===== src/rtl/seg7_scan_reader.sv =====
// seg7_scan_reader: samples a multiplexed 7-segment bus, filters each digit
// for stability, decodes it back to BCD and presents whole frames on a
// valid/ready interface.
module seg7_scan_reader #(
    parameter int NUM_DIGITS    = 4,
    parameter int STABLE_CYCLES = 3
) (
    input  logic                    clk,
    input  logic                    rst_n,
    input  logic [6:0]              seg,
    input  logic [NUM_DIGITS-1:0]   dig_sel,
    input  logic                    out_ready,
    output logic                    out_valid,
    output logic [4*NUM_DIGITS-1:0] bcd_out,
    output logic [NUM_DIGITS-1:0]   err_out
);

    localparam int CW = $clog2(STABLE_CYCLES + 1);
    localparam logic [CW-1:0] CNT_MAX = CW'(STABLE_CYCLES);
    localparam logic [CW-1:0] CNT_ONE = CW'(1);

    typedef enum logic {
        COLLECT,
        HOLD
    } state_t;

    state_t                  state;
    logic [6:0]              s_seg;
    logic [6:0]              p_seg;
    logic [NUM_DIGITS-1:0]   s_sel;
    logic [NUM_DIGITS-1:0]   p_sel;
    logic [CW-1:0]           cnt;
    logic [CW-1:0]           cnt_next;
    logic                    captured;
    logic                    changed;
    logic                    qualify;
    logic                    capture;
    logic [NUM_DIGITS-1:0]   mask;
    logic [4*NUM_DIGITS-1:0] slot_bcd;
    logic [NUM_DIGITS-1:0]   slot_err;
    logic [3:0]              dec_bcd;
    logic                    dec_err;

    // Register the raw bus once, and keep the previous registered sample for comparison
    always_ff @(posedge clk or negedge rst_n) begin
        if (!rst_n) begin
            s_seg <= '0;
            s_sel <= '0;
            p_seg <= '0;
            p_sel <= '0;
        end else begin
            s_seg <= seg;
            s_sel <= dig_sel;
            p_seg <= s_seg;
            p_sel <= s_sel;
        end
    end

    // Next stability count; qualification looks at the count being loaded this edge
    // so a dwell held from edge 0 is taken at edge STABLE_CYCLES
    always_comb begin
        changed  = ({s_seg, s_sel} != {p_seg, p_sel});
        cnt_next = cnt;
        if (changed) begin
            cnt_next = CNT_ONE;
        end else if (cnt != CNT_MAX) begin
            cnt_next = cnt + CNT_ONE;
        end
        qualify = (cnt_next == CNT_MAX) && $onehot(s_sel) && (changed || !captured);
        capture = qualify && (state == COLLECT);
    end

    // Decode the registered segment pattern back to BCD
    always_comb begin
        dec_err = 1'b0;
        case (s_seg)
            7'b1111110: dec_bcd = 4'd0;
            7'b0110000: dec_bcd = 4'd1;
            7'b1101101: dec_bcd = 4'd2;
            7'b1111001: dec_bcd = 4'd3;
            7'b0110011: dec_bcd = 4'd4;
            7'b1011011: dec_bcd = 4'd5;
            7'b1011111: dec_bcd = 4'd6;
            7'b1110000: dec_bcd = 4'd7;
            7'b1111111: dec_bcd = 4'd8;
            7'b1111011: dec_bcd = 4'd9;
            default: begin
                dec_bcd = 4'hF;
                dec_err = 1'b1;
            end
        endcase
    end

    // Stability counter and one-capture-per-dwell flag; a qualifying dwell marks
    // itself taken even when the FSM drops it, so it is not picked up late
    always_ff @(posedge clk or negedge rst_n) begin
        if (!rst_n) begin
            cnt      <= '0;
            captured <= 1'b0;
        end else begin
            cnt <= cnt_next;
            if (qualify) begin
                captured <= 1'b1;
            end else if (changed) begin
                captured <= 1'b0;
            end
        end
    end

    // Frame FSM: fill working slots while collecting, publish a full mask one edge
    // later, then hold the frame until the consumer accepts it
    always_ff @(posedge clk or negedge rst_n) begin
        if (!rst_n) begin
            state     <= COLLECT;
            mask      <= '0;
            slot_bcd  <= '0;
            slot_err  <= '0;
            out_valid <= 1'b0;
            bcd_out   <= '0;
            err_out   <= '0;
        end else begin
            case (state)
                COLLECT: begin
                    if (&mask) begin
                        bcd_out   <= slot_bcd;
                        err_out   <= slot_err;
                        out_valid <= 1'b1;
                        mask      <= '0;
                        state     <= HOLD;
                    end else if (capture) begin
                        mask <= mask | s_sel;
                        for (int unsigned i = 0; i < NUM_DIGITS; i++) begin
                            if (s_sel[i]) begin
                                slot_bcd[4*i +: 4] <= dec_bcd;
                                slot_err[i]        <= dec_err;
                            end
                        end
                    end
                end
                HOLD: begin
                    if (out_ready) begin
                        out_valid <= 1'b0;
                        state     <= COLLECT;
                    end
                end
                default: state <= COLLECT;
            endcase
        end
    end

endmodule


===== config.mk =====
export PLATFORM = sky130hd
export DESIGN_NAME = seg7_scan_reader
export DESIGN_NICKNAME = d
export VERILOG_FILES = /design/src/rtl/seg7_scan_reader.sv
export SDC_FILE = /design/constraint.sdc
export NUM_CORES = 1
export LEC_CHECK = 0
export ABC_AREA = 1
export ABC_CLOCK_PERIOD_IN_PS = 3300
export CORE_ASPECT_RATIO = 2
export CORE_MARGIN = 1.5
export CORE_UTILIZATION = 58
export CTS_BUF_LIST = sky130_fd_sc_hd__clkbuf_2 sky130_fd_sc_hd__clkbuf_4 sky130_fd_sc_hd__clkbuf_8
export CTS_CLUSTER_SIZE = 25
export DETAILED_ROUTE_END_ITERATION = 10
export PLACE_DENSITY = 0.82
export SLEW_MARGIN = 20
export SYNTH_ARGS = -nofsm -noshare
export SYNTH_HDL_FRONTEND = slang
export SYNTH_SLANG_ARGS = --single-unit

===== constraint.sdc =====
create_clock -name clk -period 3.3 [get_ports clk]
set_input_delay 0.495 -clock clk [delete_from_list [all_inputs] [get_ports clk]]
set_output_delay 0.495 -clock clk [all_outputs]
set_load 0.005 [all_outputs]

After elaboration in Yosys (flattened, before gate mapping). Index checks and enable logic that the tools add are counted.

Word-level logic and storage cells: 72. Register bits after elaboration: 71. Output and inout bits: 21.

Reductions and logical operators: 16. Bitwise logic cells: 3. Equal/unequal tests: 16. Add/subtract/negate cells: 4. Muxes and demuxes: 14.

Operators by type and width (number): 7-bit == test, second input constant (8); 4-bit one-hot mux with 10 select lines (1); 4-bit AND reduction (5); 7-bit by 6-bit == test with 1-bit output, second input constant (2); 11-bit inequality test (1); 10-bit OR reduction (1); 4-bit 2-to-1 mux (2); 1-bit 2-to-1 mux (7); 5-bit AND reduction (1); 1-bit by 1-bit adder with 2-bit output (2); 2-bit 2-to-1 mux (2); 2-bit inequality test, second input constant (2); 4-bit bitwise OR (1); 1-bit one-hot mux with 2 select lines (2); 2-bit AND reduction (2); 2-bit nonzero test (2); 2-bit by 2-bit adder with 3-bit output (1); 3-bit by 1-bit == test with 1-bit output, second input constant (1); 1-bit logical AND (3); 2-bit by 1-bit adder with 2-bit output, second input constant (1); 2-bit == test, second input constant (1); 2-bit by 1-bit inequality test with 1-bit output, second input constant (1); 1-bit inverter (2); 1-bit zero test (1); 1-bit logical OR (1).

Logic depth before layout (Yosys ltp). Gate-level depths: netlist of run 1.

Depth in word-level cells: 9. Gate-level depth with buffers: 12.

Worst setup path before layout of run 1. Ideal clock, no wire load.

Path type: reg2reg. Start: register s_sel[0]. End: register slot_bcd[15]. Data required time: 3182 ps. Slack: 832 ps. Cell stages (with the launch flop): 12. Path buffers: 0. Data arrival time: 2351 ps. Library setup time: 118 ps. Period minus slack after synthesis: 2468 ps. Path through: dfrtp_1 > inv_1 > fa_1 > inv_1 > ha_1 > ha_1 > nor2_1 > nand3_1 > nor3_4 > nand4_4 > nor2_1 > nor2_1.

Word-level cells in the longest chain between the ends: 7. Elaborated cells between the ends (all ways): 11. Classes of those cells: add/sub: 2; eq/ne: 3; mux: 1; reduce/logical: 5.

Ends and longest elaborated chain: from (decl) (line 30) `logic [NUM_DIGITS-1:0] s_sel;`; from (signal assigned) (line 53) `s_sel <= dig_sel;`; 1-bit by 1-bit adder with 2-bit output (implied by the code) / 11-bit inequality test (equally long branches) (line 69, 62); 2-bit by 2-bit adder with 3-bit output (implied by the code) / 2-bit 2-to-1 mux (equally long branches) (line 69, 64); 3-bit by 1-bit == test with 1-bit output / 2-bit == test (equally long branches) (line 69) `qualify = (cnt_next == CNT_MAX) && $onehot(s_sel) && (changed || !captured);`; 1-bit logical AND (line 69); 1-bit logical AND (*) (line 69); 1-bit logical AND (*) (line 70) `capture = qualify && (state == COLLECT);`; 4-bit AND reduction (no line) (*); to (signal assigned) (line 116) `slot_bcd <= '0;`; to (signal, indexed assignment) (line 134) `slot_bcd[4*i +: 4] <= dec_bcd;`; to (decl) (line 39) `logic [4*NUM_DIGITS-1:0] slot_bcd;`.

Mark *: on every way between the ends. The rest lies on a longest branch, timed or not. A chain may end at the register's enable or synchronous reset.

Worst setup path after layout of run 1.
Start: register s_sel[0]. End: register slot_bcd[11].

The elaborated chain is that of the path after synthesis.

==> results of run 1 <==
==> critical path, delay by kind of cell (launching register included) <==
kind                     cells  cell delay [ns]
buffers and inverters        3             0.21
adder cells (fa/ha/maj)      3             1.00
AND/OR/NAND/NOR              6             1.12
flip-flops                   1             0.36
==> through the flow <==
stage	cells	total power (W)	hold slack, ns	area [µm²]
after detailed placement	422	0.001010	0.3859	3393
after global placement	422	0.001005	0.3768	3393
after global routing	438	0.001895	0.3965	3638
after floorplan	334	0.0009632	0.1994	3007
final	438	0.001829	0.3155	3638
after CTS	438	0.001854	0.3572	3638
==> registers in the layout, summed over array words and instances (netlist names) <==
signal,flops
slot_err,4
slot_bcd,16
err_out,4
bcd_out,16
state,1
out_valid,1
s_sel,4
captured,1
p_seg,7
mask,4
s_seg,7
cnt,2
p_sel,4
==> area by class of cell <==
class	instances	share of cell area (%)
Sequential cell	71	48.83
Multi-Input combinational cell	217	28.61
Timing Repair Buffer	36	9.629
Inverter	41	4.230
Clock buffer	10	3.783
Clock inverter	6	2.957
Tap cell	57	1.960
==> how the worst min path moves through the flow <==
stage	cells after the start	slack, ns	endpoint	start
2_1_floorplan	0	0.20	bcd_out[0]	rst_n
3_3_place_gp	0	0.38	p_sel[0]	s_sel[0]
3_5_place_dp	0	0.39	p_sel[0]	s_sel[0]
4_1_cts	2	0.36	err_out[0]	rst_n
5_1_grt	2	0.40	s_sel[2]	rst_n
6_report	2	0.32	p_sel[3]	rst_n
==> power by group <==
part	total (W)	switching [W]	internal (W)
Clock	0.000837	0.000317	0.000520
Sequential	0.000901	0.0000151	0.000886
Combinational	0.0000912	0.0000569	0.0000343
Total	0.00183	0.000389	0.00144
==> logic make-up (layout without fill, tap and decap cells) <==
| group | count (synthesis) | count (layout) | synth area share (%) |
|---|---|---|---|
| AO/OA/AOI/OAI | 17 | 17 | 2.872 |
| buffers and inverters | 46 | 93 | 6.283 |
| XOR/XNOR | 3 | 3 | 0.8741 |
| flip-flops | 71 | 71 | 59.09 |
| AND/OR/NAND/NOR | 194 | 194 | 29.38 |
| adder cells (fa/ha/maj) | 3 | 3 | 1.498 |
==> synth_stat cells (all sizes together) <==
| library cell | number | area, µm² |
|---|---|---|
| a21oi | 2 | 10.01 |
| a31oi | 1 | 6.260 |
| buf | 4 | 31.27 |
| clkbuf | 1 | 3.750 |
| clkinv | 4 | 15.01 |
| dfrtp | 71 | 1777 |
| fa | 1 | 20.02 |
| ha | 2 | 25.02 |
| inv | 37 | 138.9 |
| nand2 | 137 | 521.8 |
| nand3 | 11 | 60.06 |
| nand4 | 7 | 103.9 |
| nor2 | 37 | 165.2 |
| nor3 | 2 | 32.53 |
| o21ai | 14 | 70.07 |
| xnor2 | 3 | 26.28 |
==> cell usage in the layout, fill, tap and decap left out, types with 3 or more instances in the layout <==
master | netlist | routed
sky130_fd_sc_hd__bufinv_16 | 0 | 3
sky130_fd_sc_hd__clkbuf_8 | 0 | 10
sky130_fd_sc_hd__clkdlybuf4s50_1 | 0 | 33
sky130_fd_sc_hd__clkinv_1 | 4 | 4
sky130_fd_sc_hd__dfrtp_1 | 71 | 71
sky130_fd_sc_hd__inv_1 | 33 | 33
sky130_fd_sc_hd__inv_2 | 4 | 4
sky130_fd_sc_hd__nand2_1 | 134 | 134
sky130_fd_sc_hd__nand2_2 | 3 | 3
sky130_fd_sc_hd__nand3_1 | 10 | 10
sky130_fd_sc_hd__nand4_1 | 3 | 3
sky130_fd_sc_hd__nand4_4 | 4 | 4
sky130_fd_sc_hd__nor2_1 | 34 | 34
sky130_fd_sc_hd__o21ai_0 | 6 | 6
sky130_fd_sc_hd__o21ai_1 | 8 | 8
sky130_fd_sc_hd__xnor2_1 | 3 | 3
==> metal layers <==
| metal | part of all wire (%) | vias up | track usage [%] |
|---|---|---|---|
| met5 | 0 | - | 0 |
| met4 | 4.1 | 0 | 13.37 |
| met3 | 3.6 | 22 | 7.286 |
| met2 | 55 | 55 | 37.98 |
| met1 | 38 | 1037 | 27.02 |
| li1 | - | 1101 | - |
==> results.md, run 1 <==
- The footprint of the flip-flops and latches is 1777 µm².
- The detailed-routing iteration count for the pre-antenna-repair pass is 4.
- The minimum clock period is 2.762 ns.
- The final route contains 2215 vias.
- The ratio of routed vias to standard cells is 5.057.
- Before CTS, the worst setup slack after placement is 0.6021 ns.
- The library cell contributing the largest single delay on the critical path is sky130_fd_sc_hd__fa_1.
- The post-route worst setup slack is 0.5382 ns.
- The total CTS buffers is 9.
- The mapped netlist covers 3007 µm².
- The required time of the worst setup path is 3.58 ns.
- The critical path ends at slot_bcd[11].
- The length in cells of the worst reg-to-reg path is 12.
- Across the routed clock network, the largest skew measured is 0.008102 ns.
- The maximum count of clock buffers along a single path is 2.
- For this design the ratio of total power to cell area is 502.7 nW/µm².
- Across the run, the number of max-cap violations was 0.
- Traced cell by cell, the critical path runs through inv_1, fa_1, inv_1, ha_1, ha_1, nor2_1, nand3_1, nor3_4, nand4_4, nand2_1, inv_1, nor2_1.
- The worst setup path is launched from a register.
- The later pin in the worst-skew pair is clocked with a latency of 0.35 ns.
- The netlist uses 26 different library cells.
- The run finished with clean final reports.
- STA classifies the critical path endpoint as a register.
- The CTS tree is done.
- The via count of the first global-routing pass is 2211.
- The core utilization of the finished layout is 74.11%.
- The remaining global-route overflow is 0.
- IR analysis of the VDD net gives a maximum drop of 0.4872 mV.
- For this run, the top clock speed supported by timing is 362.1 MHz.
- The analysis attributes to cell leakage a power of 1.964 nW.
- The number of buffers inserted for hold repair after clock tree synthesis is 0.
- The I/O pin count is 35.
- In the final layout, the share of cells above drive strength 1 is 9.449%.
- The count of final max-slew check failures is 0.
- The area added between synthesis and finish is 21.02%.
- The class of the most critical hold timing path is in -> async.
- The core outline area is 4910 µm².
- After detailed routing, the average wire length per cell comes to 12.70 µm.
- At the end of routability-driven placement, the weighted congestion stood at 0.8899.
- The worst pin sits at a relative slew slack of 42.28%.
- The capture point of the worst reg-to-reg path is slot_bcd[11].
- For this run, design rule violations remaining after detail routing come to 0.
- The clock sink total is 71.
- The first global-routing pass estimated 9.611 mm of wire.
- In this run the critical register-to-register path is launched from s_sel[0].
- The final worst-path cycle share is 83.69%.
- The synthesized flop and latch total is 71.
- The instance count of the mapped netlist is 334.
- In the final design database the tool counted 393 nets.
- The initial antenna violation count is 0.
- The worst endpoint data arrival time is 3.04 ns.
- The number of port buffers is 34.
- The final-report hold violation count came to 0.
- The cell chosen for the clock root is sky130_fd_sc_hd__clkbuf_8.
- The setup violation total in the final timing report is 0.
- In this design, the stage delay of the slowest critical-path cell is 0.55 ns.
- Counting the fill cells in the layout gives 374.
- The worst-case register-to-register setup slack is 0.54 ns.
- In this run the vertical extent of the chip is 104.8 µm.
- The initial detailed-routing violation count is 56.
- The most used cell along the critical path is sky130_fd_sc_hd__inv_1.
- Synthesis produced a netlist with a net count of 351.
- Clock-pin slew was measured on the worst setup and hold paths at 0.07 ns.
- For the pin with the worst max-slew slack, the measured transition is 0.8658 ns.
- The die span in x is 53.91 µm.
- The count of nets left with antenna violations once routing finished came out at 0.
- For this run, the total global-route usage over all layers was measured as 23.83%.
- Setup repair after global routing left no endpoint under its margin.
- The pin count of the biggest net entering global routing is 72.
- The HPWL reported at the end of detailed placement is 3.858 mm.
- The most critical setup path has its startpoint at s_sel[0].
- The setup TNS after final layout is 0 ns.
- The repair_antennas step left the layout with diodes totalling 0.
- The critical-path maximum fanout is 9.
- For this run, the register share of the synthesized area comes to 59.09%.
- Once the floorplan was initialized, standard cells occupied 61.24% of the core.
- The mean cell area of the mapped netlist is 9.002 µm².
- During synthesis, Yosys emitted a total of 0 warnings.
- The initialized floorplan defines 36 standard-cell rows.
- Once the clock tree was built, the setup fixing pass inserted 0 buffers.
- The type of the worst setup path is reg -> reg.
- The total routed wirelength is 5.561 mm.
- The floorplan step defined a die boundary enclosing 5651 µm².
- The H-tree depth is 3.
- The quantity of gates resized following cts is 0.
- The multi-input combinational cells in the finished layout cover a total of 1041 µm².
Power figures use the tool's default switching activity.
==> run 2: changes to the inputs <==
--- a/config.mk
+++ b/config.mk
@@ -6,14 +6,14 @@
 export NUM_CORES = 1
 export LEC_CHECK = 0
 export ABC_AREA = 1
-export ABC_CLOCK_PERIOD_IN_PS = 3300
+export ABC_CLOCK_PERIOD_IN_PS = 2540
 export CORE_ASPECT_RATIO = 2
 export CORE_MARGIN = 1.5
-export CORE_UTILIZATION = 58
+export CORE_UTILIZATION = 52
 export CTS_BUF_LIST = sky130_fd_sc_hd__clkbuf_2 sky130_fd_sc_hd__clkbuf_4 sky130_fd_sc_hd__clkbuf_8
 export CTS_CLUSTER_SIZE = 25
 export DETAILED_ROUTE_END_ITERATION = 10
-export PLACE_DENSITY = 0.82
+export PLACE_DENSITY = 0.78
 export SLEW_MARGIN = 20
 export SYNTH_ARGS = -nofsm -noshare
 export SYNTH_HDL_FRONTEND = slang
==> constraint.sdc (replaced) <==
create_clock -name clk -period 2.54 [get_ports clk]
set_input_delay 0.381 -clock clk [delete_from_list [all_inputs] [get_ports clk]]
set_output_delay 0.381 -clock clk [all_outputs]
set_load 0.005 [all_outputs]
==> run 2 against run 1 <==
Against the previous run:
- sequential share of layout area decreased by 1.8 points
- fmax rose by 9.5%
- worst hold slack worse by 0.23 ns
- total power grew 17%
- critical path depth stayed put
- non-clock buffer count grew 3
- wire length rose by 10%
- design area increased by 3.8%
- final cell count increased by 2.3%
- critical path type unchanged
- highest routed layer unchanged
==> results.md, run 2 (same netlist as run 1, synthesis figures left out) <==
- The initial detailed-routing violation count came to 81 (+45%).
- The maximum count of clock buffers along a single path is 2 (unchanged).
- The flow ran to the end, and the final reports show no timing, DRC or antenna violations.
- The number of diodes added for antenna fixing is 0 (unchanged).
- The power per cell area was 568.6 nW/µm² (+13%).
- The type of the worst setup path is reg -> reg.
- The clock insertion delay at the later pin of the skew report is 0.36 ns (about the same).
- The all-layer global routing usage was 19.64% (-4.2 points).
- The slew at the pin with the worst max-slew slack is 0.7386 ns (-0.1272 ns).
- The minimum clock period was 2.523 ns (-0.2391 ns).
- The clock sink total is 71 (unchanged).
- The critical path's largest stage delay is 0.54 ns (about the same).
- The capture point of the worst reg-to-reg path is slot_bcd[10].
- The relative slew slack is 50.76% (+8.5 points).
- The CTS tree is done.
- The pin count of the biggest net entering global routing is 39 (-46%).
- The number of nets at the end of the flow is 400 (+1.8%).
- The capturing element type of the critical path is a register.
- The critical-path maximum fanout is 4 (-5).
- The worst slack at placement came to 0.04438 ns (-0.5577 ns).
- The effective utilization at floorplan was 53.12% (-8.1 points).
- Compared with the post-synthesis result, the final layout area differs by 25.63%.
- The post-layout total power is 0.002148 W (+17%).
- The detailed-routing iteration count for the pre-antenna-repair pass is 4 (unchanged).
- STA classifies the critical path startpoint as a register.
- Among all stages on the critical path, the largest delay is contributed by sky130_fd_sc_hd__fa_1.
- The final-report hold violation count was 0 (unchanged).
- The remaining global-route overflow is 0 (unchanged).
- The required time of the worst setup path is 2.78 ns (-0.80 ns).
- The largest registers in the layout are bcd_out x16, slot_bcd x16.
- The max capacitance violation total is 0 (unchanged).
- The core outline area is 5660 µm² (+15%).
- The core utilization of the finished layout is 66.73% (-7.4 points).
- The worst register-to-register path begins at s_sel[0].
- The average wire per cell in the routed design is 13.70 µm (+7.9%).
- The number of remaining DRC errors is 0 (unchanged).
- The number of buffers inserted for hold repair after clock tree synthesis is 0 (unchanged).
- The path class of the tightest hold or removal check is in -> async.
- The ratio of routed vias to standard cells is 5.165 (+2.1%).
- The total CTS buffers is 9 (unchanged).
- The die span in x is 56.77 µm (+5.3%).
- The HPWL reported at the end of detailed placement was 3.971 mm (+2.9%).
- The top cell types in the final layout, fill and taps aside, are 131 x sky130_fd_sc_hd__nand2_1, 71 x sky130_fd_sc_hd__dfrtp_1, 33 x sky130_fd_sc_hd__clkdlybuf4s50_1.
- The H-tree depth is 3 (unchanged).
- The via count of the first global-routing pass is 2188 (-1.0%).
- The length in cells of the worst reg-to-reg path is 12 (unchanged).
- The site row count came to 39 (+8.3%).
- Setup repair after global routing could not meet its margin everywhere.
- The achievable frequency was 396.4 MHz (+9.5%).
- The static leakage was 2.018 nW (+2.7%).
- The final weighted congestion of routability-driven global placement came to 0.8997 (+1.1%).
- The total routed wirelength was 6.137 mm (+10%).
- The die outline height is 110.5 µm (+5.5%).
- The worst IR drop on VDD is 0.4764 mV (-2.2%).
- The remaining number of nets flagged by the antenna check after routing came to 0 (unchanged).
- The wire length of the first global-routing pass is 9.425 mm (-1.9%).
- The worst endpoint data arrival time is 2.76 ns (-0.28 ns).
- The number of port buffers is 34 (unchanged).
- The worst-case clock skew is 0.01030 ns (+0.002195 ns).
- The final worst-path cycle share is 99.32% (+16 points).
- The worst-case register-to-register setup slack is 0.02 ns (-0.52 ns).
- CTS placed an instance of sky130_fd_sc_hd__clkbuf_8 at the clock tree root.
- The initial antenna violation count is 0 (unchanged).
- The signal on the critical path passes through inv_2, fa_1, inv_2, ha_4, ha_4, nor2_4, nand3_2, nor3_4, clkbuf_16, nand4_4, nand2_1, nand2_1.
- The post-route worst setup slack is 0.01727 ns (-0.5209 ns).
- The share of layout cells above drive strength 1 is 15.25% (+5.8 points).
- The clock-pin slew on the worst setup and hold paths is 0.07 ns (about the same).
- The I/O pin count came to 35 (unchanged).
- The overall via count from detail_route is 2314 (+4.5%).
- The setup violation total in the final timing report came to 0 (unchanged).
- The count of final max-slew check failures came to 0 (unchanged).
- The library cell used most frequently in the layout, excluding fill and tap cells, is sky130_fd_sc_hd__nand2_1.
- The die area is 6275 µm² (+11%).
run 2: cell types whose count changed in the layout (fill, tap and decap cells not counted), moves of 3 or more:
cell,change
sky130_fd_sc_hd__inv_2,+6
sky130_fd_sc_hd__nor2_1,-3
sky130_fd_sc_hd__clkinv_1,-3
sky130_fd_sc_hd__nand2_1,-3
sky130_fd_sc_hd__inv_1,-3
sky130_fd_sc_hd__bufinv_16,-3
sky130_fd_sc_hd__nand2_2,+3
run 2: worst max path at each step:
stage / start / endpoint / slack [ns]
2_1_floorplan: s_sel[0] / slot_bcd[15] / 0.07
6_report: s_sel[0] / slot_bcd[10] / 0.02
5_1_grt: s_sel[0] / slot_bcd[10] / -0.08
4_1_cts: s_sel[0] / slot_bcd[4] / 0.02
3_5_place_dp: s_sel[0] / slot_bcd[4] / 0.04
3_3_place_gp: s_sel[0] / slot_bcd[15] / 0.12
run 2: through the flow:
stage          TNS, ns  hold WS, ns  cells  area [µm²]
2_1_floorplan        0      0.08541    334        3007
3_3_place_gp         0       0.3787    427        3431
3_5_place_dp         0       0.3868    427        3431
4_1_cts              0       0.1101    442        3618
5_1_grt        -0.8089       0.1366    448        3777
6_report             0      0.08618    448        3777
run 2: report_power, final:
part | internal [W] | switching (W) | leakage, nW
clock network | 0.000440 | 0.000392 | 0.0912
registers | 0.00115 | 0.0000201 | 0.935
logic | 0.0000572 | 0.0000878 | 0.991
total | 0.00165 | 0.000500 | 2.02
run 2: worst max-delay path: cells and delay by family, from the launching register on:
kind,cells,cell delay (ns)
adder cells (fa/ha/maj),3,0.93
buffers and inverters,3,0.32
flip-flops,1,0.37
AND/OR/NAND/NOR,6,0.78
run 2: repair_timing:
action,CTS,global route
resized for setup,0,22
hold endpoints to repair,0,0
endpoints found under the setup margin,0,24
buffers inserted,0,1
run 2: cell type report:
class                      instances  area (µm²)
multi-input combinational        221        1167
fill                             463        1883
timing repair buffer              39       415.4
clock inverter                     2       15.01
clock buffer                      13       172.7
tap                               61       76.32
inverter                          41       153.9
sequential                        71        1777
run 2: layer usage:
| layer | up-vias | track usage [%] | wire length [µm] |
|---|---|---|---|
| met1 | 1111 | 21.31 | 2261 |
| met5 | - | 0 | 0 |
| met2 | 58 | 32.02 | 3456 |
| met4 | 0 | 12.87 | 191 |
| li1 | 1129 | - | - |
| met3 | 16 | 6.206 | 228 |
==> run 3: changes to the inputs <==
--- a/config.mk
+++ b/config.mk
@@ -6,14 +6,14 @@
 export NUM_CORES = 1
 export LEC_CHECK = 0
 export ABC_AREA = 1
-export ABC_CLOCK_PERIOD_IN_PS = 2540
+export ABC_CLOCK_PERIOD_IN_PS = 2600
 export CORE_ASPECT_RATIO = 2
 export CORE_MARGIN = 1.5
-export CORE_UTILIZATION = 52
+export CORE_UTILIZATION = 58
 export CTS_BUF_LIST = sky130_fd_sc_hd__clkbuf_2 sky130_fd_sc_hd__clkbuf_4 sky130_fd_sc_hd__clkbuf_8
 export CTS_CLUSTER_SIZE = 25
 export DETAILED_ROUTE_END_ITERATION = 10
-export PLACE_DENSITY = 0.78
+export PLACE_DENSITY = 0.82
 export SLEW_MARGIN = 20
 export SYNTH_ARGS = -nofsm -noshare
 export SYNTH_HDL_FRONTEND = slang
==> constraint.sdc (replaced) <==
create_clock -name clk -period 2.6 [get_ports clk]
set_input_delay 0.39 -clock clk [delete_from_list [all_inputs] [get_ports clk]]
set_output_delay 0.39 -clock clk [all_outputs]
set_load 0.005 [all_outputs]
==> run 3 against run 2 <==
Against the previous run:
- the flow now finishes with violations (negative setup slack)
- first-iteration DRC count down 25%
- die area fell by 9.9%
- combinational power about the same
- global-route usage increased by 4.1 points
- via count rose by 3.0%
- sequential power is essentially flat
- fmax fell by 3.7%
- utilization is 12 points higher
- worst setup slack worse by 0.036 ns
==> results.md, run 3 (same netlist as run 1, synthesis figures left out) <==
- The cell chosen for the clock root is sky130_fd_sc_hd__clkbuf_8.
- The remaining global-route overflow is 0 (unchanged).
- The capture point of the worst reg-to-reg path is slot_bcd[11].
- The final worst-path cycle share is 100.7% (+1.4 points).
- The area of all placed cells without fillers was 3885 µm² (+2.8%).
- The die span in x was 53.91 µm (-5.0%).
- The all-layer global routing usage is 23.75% (+4.1 points).
- The via count of the first global-routing pass is 2160 (-1.3%).
- The achievable frequency is 381.9 MHz (-3.7%).
- The count of fill cells added during filler insertion was 321 (-31%).
- The count of final max-slew check failures is 0 (unchanged).
- The post-layout total power is 0.002486 W (+16%).
- The number of diodes added for antenna fixing is 0 (unchanged).
- In the final layout, the registers with the most flip-flops are bcd_out x16, slot_bcd x16.
- The worst flop-to-flop path startpoint is s_sel[1].
- The relative slew slack is 54.97% (+4.2 points).
- The detailed-routing iteration count for the pre-antenna-repair pass came to 4 (unchanged).
- The pin count of the biggest net entering global routing is 44 (+13%).
- The CTS tree is done.
- The final weighted congestion of routability-driven global placement is 0.9032 (+0.39%).
- The min-delay analysis places its worst path in the category in -> async.
- The total routed wirelength is 6.556 mm (+6.8%).
- The met3 track utilization from global routing is 6.143% (-0.063 points).
- The max capacitance violation total was 0 (unchanged).
- The number of port buffers came to 34 (unchanged).
- The wire length of the first global-routing pass was 9.494 mm (+0.73%).
- The cell total after placement was 423 (-0.94%).
- The initial antenna violation count is 0 (unchanged).
- The HPWL reported at the end of detailed placement came to 3.822 mm (-3.7%).
- The clock insertion delay at the later pin of the skew report is 0.36 ns (about the same).
- The flow ran to the end, but the final reports show violations.
- The total CTS buffers is 9 (unchanged).
- The number of non-filler instances in the completed layout is 446 (-0.45%).
- The clock-pin slew on the worst setup and hold paths is 0.08 ns (about the same).
- The initial detailed-routing violation count is 61 (-25%).
- The area growth from synthesis to layout is 29.21%.
- The ratio of routed vias to standard cells is 5.345 (+3.5%).
- The minimum clock period was 2.618 ns (+0.09565 ns).
- The met1 usage came to 26.35% (+5.0 points).
- The number of buffers inserted for hold repair after clock tree synthesis is 0 (unchanged).
- The element type at the critical path start is a register.
- The worst IR drop on VDD is 0.7196 mV (+51%).
- The effective utilization at floorplan came to 61.24% (+8.1 points).
- The worst endpoint data arrival time was 2.90 ns (+0.14 ns).
- The required time of the worst setup path came to 2.89 ns (+0.11 ns).
- The area after detailed placement is 3426 µm² (-0.15%).
- The core outline area is 4910 µm² (-13%).
- The worst-case clock skew is 0.01235 ns (+0.002057 ns).
- The checks that failed: negative setup slack.
- The worst-case register-to-register setup slack is -0.02 ns (-0.04 ns).
- The average wire per cell in the routed design is 14.70 µm (+7.3%).
- The post-route worst setup slack was -0.01838 ns (-0.03565 ns).
- The length in cells of the worst reg-to-reg path is 13 (+1).
- The H-tree depth came to 3 (unchanged).
- The power per cell area is 639.9 nW/µm² (+13%).
- The remaining number of nets flagged by the antenna check after routing is 0 (unchanged).
- The static leakage came to 2.073 nW (+2.7%).
- The number of remaining DRC errors is 0 (unchanged).
- The site row count is 36 (-7.7%).
- The share of layout cells above drive strength 1 is 16.71% (+1.5 points).
- The setup TNS after final layout is -0.01838 ns (-0.01838 ns).
- The I/O pin count came to 35 (unchanged).
- Leaving out fill and tap cells, the most frequent cell in the layout is sky130_fd_sc_hd__nand2_1.
- The slew at the pin with the worst max-slew slack is 0.6729 ns (-0.06568 ns).
- The die outline height was 104.8 µm (-5.2%).
- The critical-path maximum fanout was 5 (+1).
- The clock sink total is 71 (unchanged).
- The overall via count from detail_route is 2384 (+3.0%).
- In the layout the commonest cells are 128 x sky130_fd_sc_hd__nand2_1, 71 x sky130_fd_sc_hd__dfrtp_1, 33 x sky130_fd_sc_hd__clkdlybuf4s50_1.
- The number of nets at the end of the flow is 401 (+0.25%).
- Setup repair after global routing could not meet its margin everywhere.
- The met2 track utilization from global routing is 38.41% (+6.4 points).
- The capturing element type of the critical path is a register.
- The setup violation total in the final timing report is 1 (+1).
- The layer flagged by global routing as most heavily used is met2.
- The critical path in this run is classified as reg -> reg.
- The core utilization of the finished layout is 79.13% (+12 points).
- The final-report hold violation count is 0 (unchanged).
- The maximum count of clock buffers along a single path was 2 (unchanged).
- The die area is 5651 µm² (-9.9%).
## run 3: cell count changes in the layout (fill, tap and decap cells not counted), sizes merged
cell / previous run / this run
clkbuf: 14 / 12
clkinv: 1 / 2
bufinv: 0 / 4
clkinvlp: 2 / 1
inv: 40 / 39
buf: 5 / 6
## run 3: worst max-delay path by stage
stage | endpoint | start
after global placement | slot_bcd[15] | s_sel[0]
after floorplan | slot_bcd[15] | s_sel[0]
final | slot_bcd[11] | s_sel[1]
after global routing | slot_bcd[11] | s_sel[1]
after detailed placement | slot_bcd[15] | s_sel[0]
after CTS | slot_bcd[15] | s_sel[0]
## run 3: layout make-up
type	count	area (µm²)	area share [%]
inverters	41	153.9	3.961
multi-input cells	221	1181	30.40
well taps	57	71.32	1.836
clock inverters	5	127.6	3.285
flip-flops and latches	71	1777	45.73
repair buffers	40	422.9	10.89
clock buffers	11	151.4	3.897
## run 3: timing repair
action                     4_1_cts  5_1_grt
resized for setup                0       27
setup endpoints to repair        0       23
setup buffers                    0        2
## run 3: metal layers
layer	up-vias	part of all wire, %
met4	0	5.4
met1	1142	35
li1	1136	-
met5	-	0
met2	77	54
met3	29	4.6
## run 3: worst max-delay path, stage by stage, from the launching register on
cell and delay [ns]:
sky130_fd_sc_hd__dfrtp_1 0.38, sky130_fd_sc_hd__inv_2 0.06, sky130_fd_sc_hd__fa_1 0.53, sky130_fd_sc_hd__inv_1 0.04, sky130_fd_sc_hd__ha_2 0.17, sky130_fd_sc_hd__ha_4 0.24, sky130_fd_sc_hd__nor2_4 0.10, sky130_fd_sc_hd__nand3_4 0.10
sky130_fd_sc_hd__nor3_4 0.29, sky130_fd_sc_hd__buf_12 0.17, sky130_fd_sc_hd__nand4_4 0.16, sky130_fd_sc_hd__nand2_1 0.15, sky130_fd_sc_hd__inv_1 0.05, sky130_fd_sc_hd__nor2_1 0.10
## run 3: per-stage QoR
| stage | setup WS, ns | hold WS, ns |
|---|---|---|
| 2_1_floorplan | 0.1318 | 0.09441 |
| 3_3_place_gp | 0.1700 | 0.3785 |
| 3_5_place_dp | 0.06653 | 0.3911 |
| 4_1_cts | 0.04312 | 0.06097 |
| 5_1_grt | -0.1360 | 0.09172 |
| 6_report | -0.01838 | 0.06504 |
## run 3: report_power, final
group          internal, W  switching [W]
registers          0.00112      0.0000189
clock network     0.000786       0.000413
logic            0.0000552      0.0000889
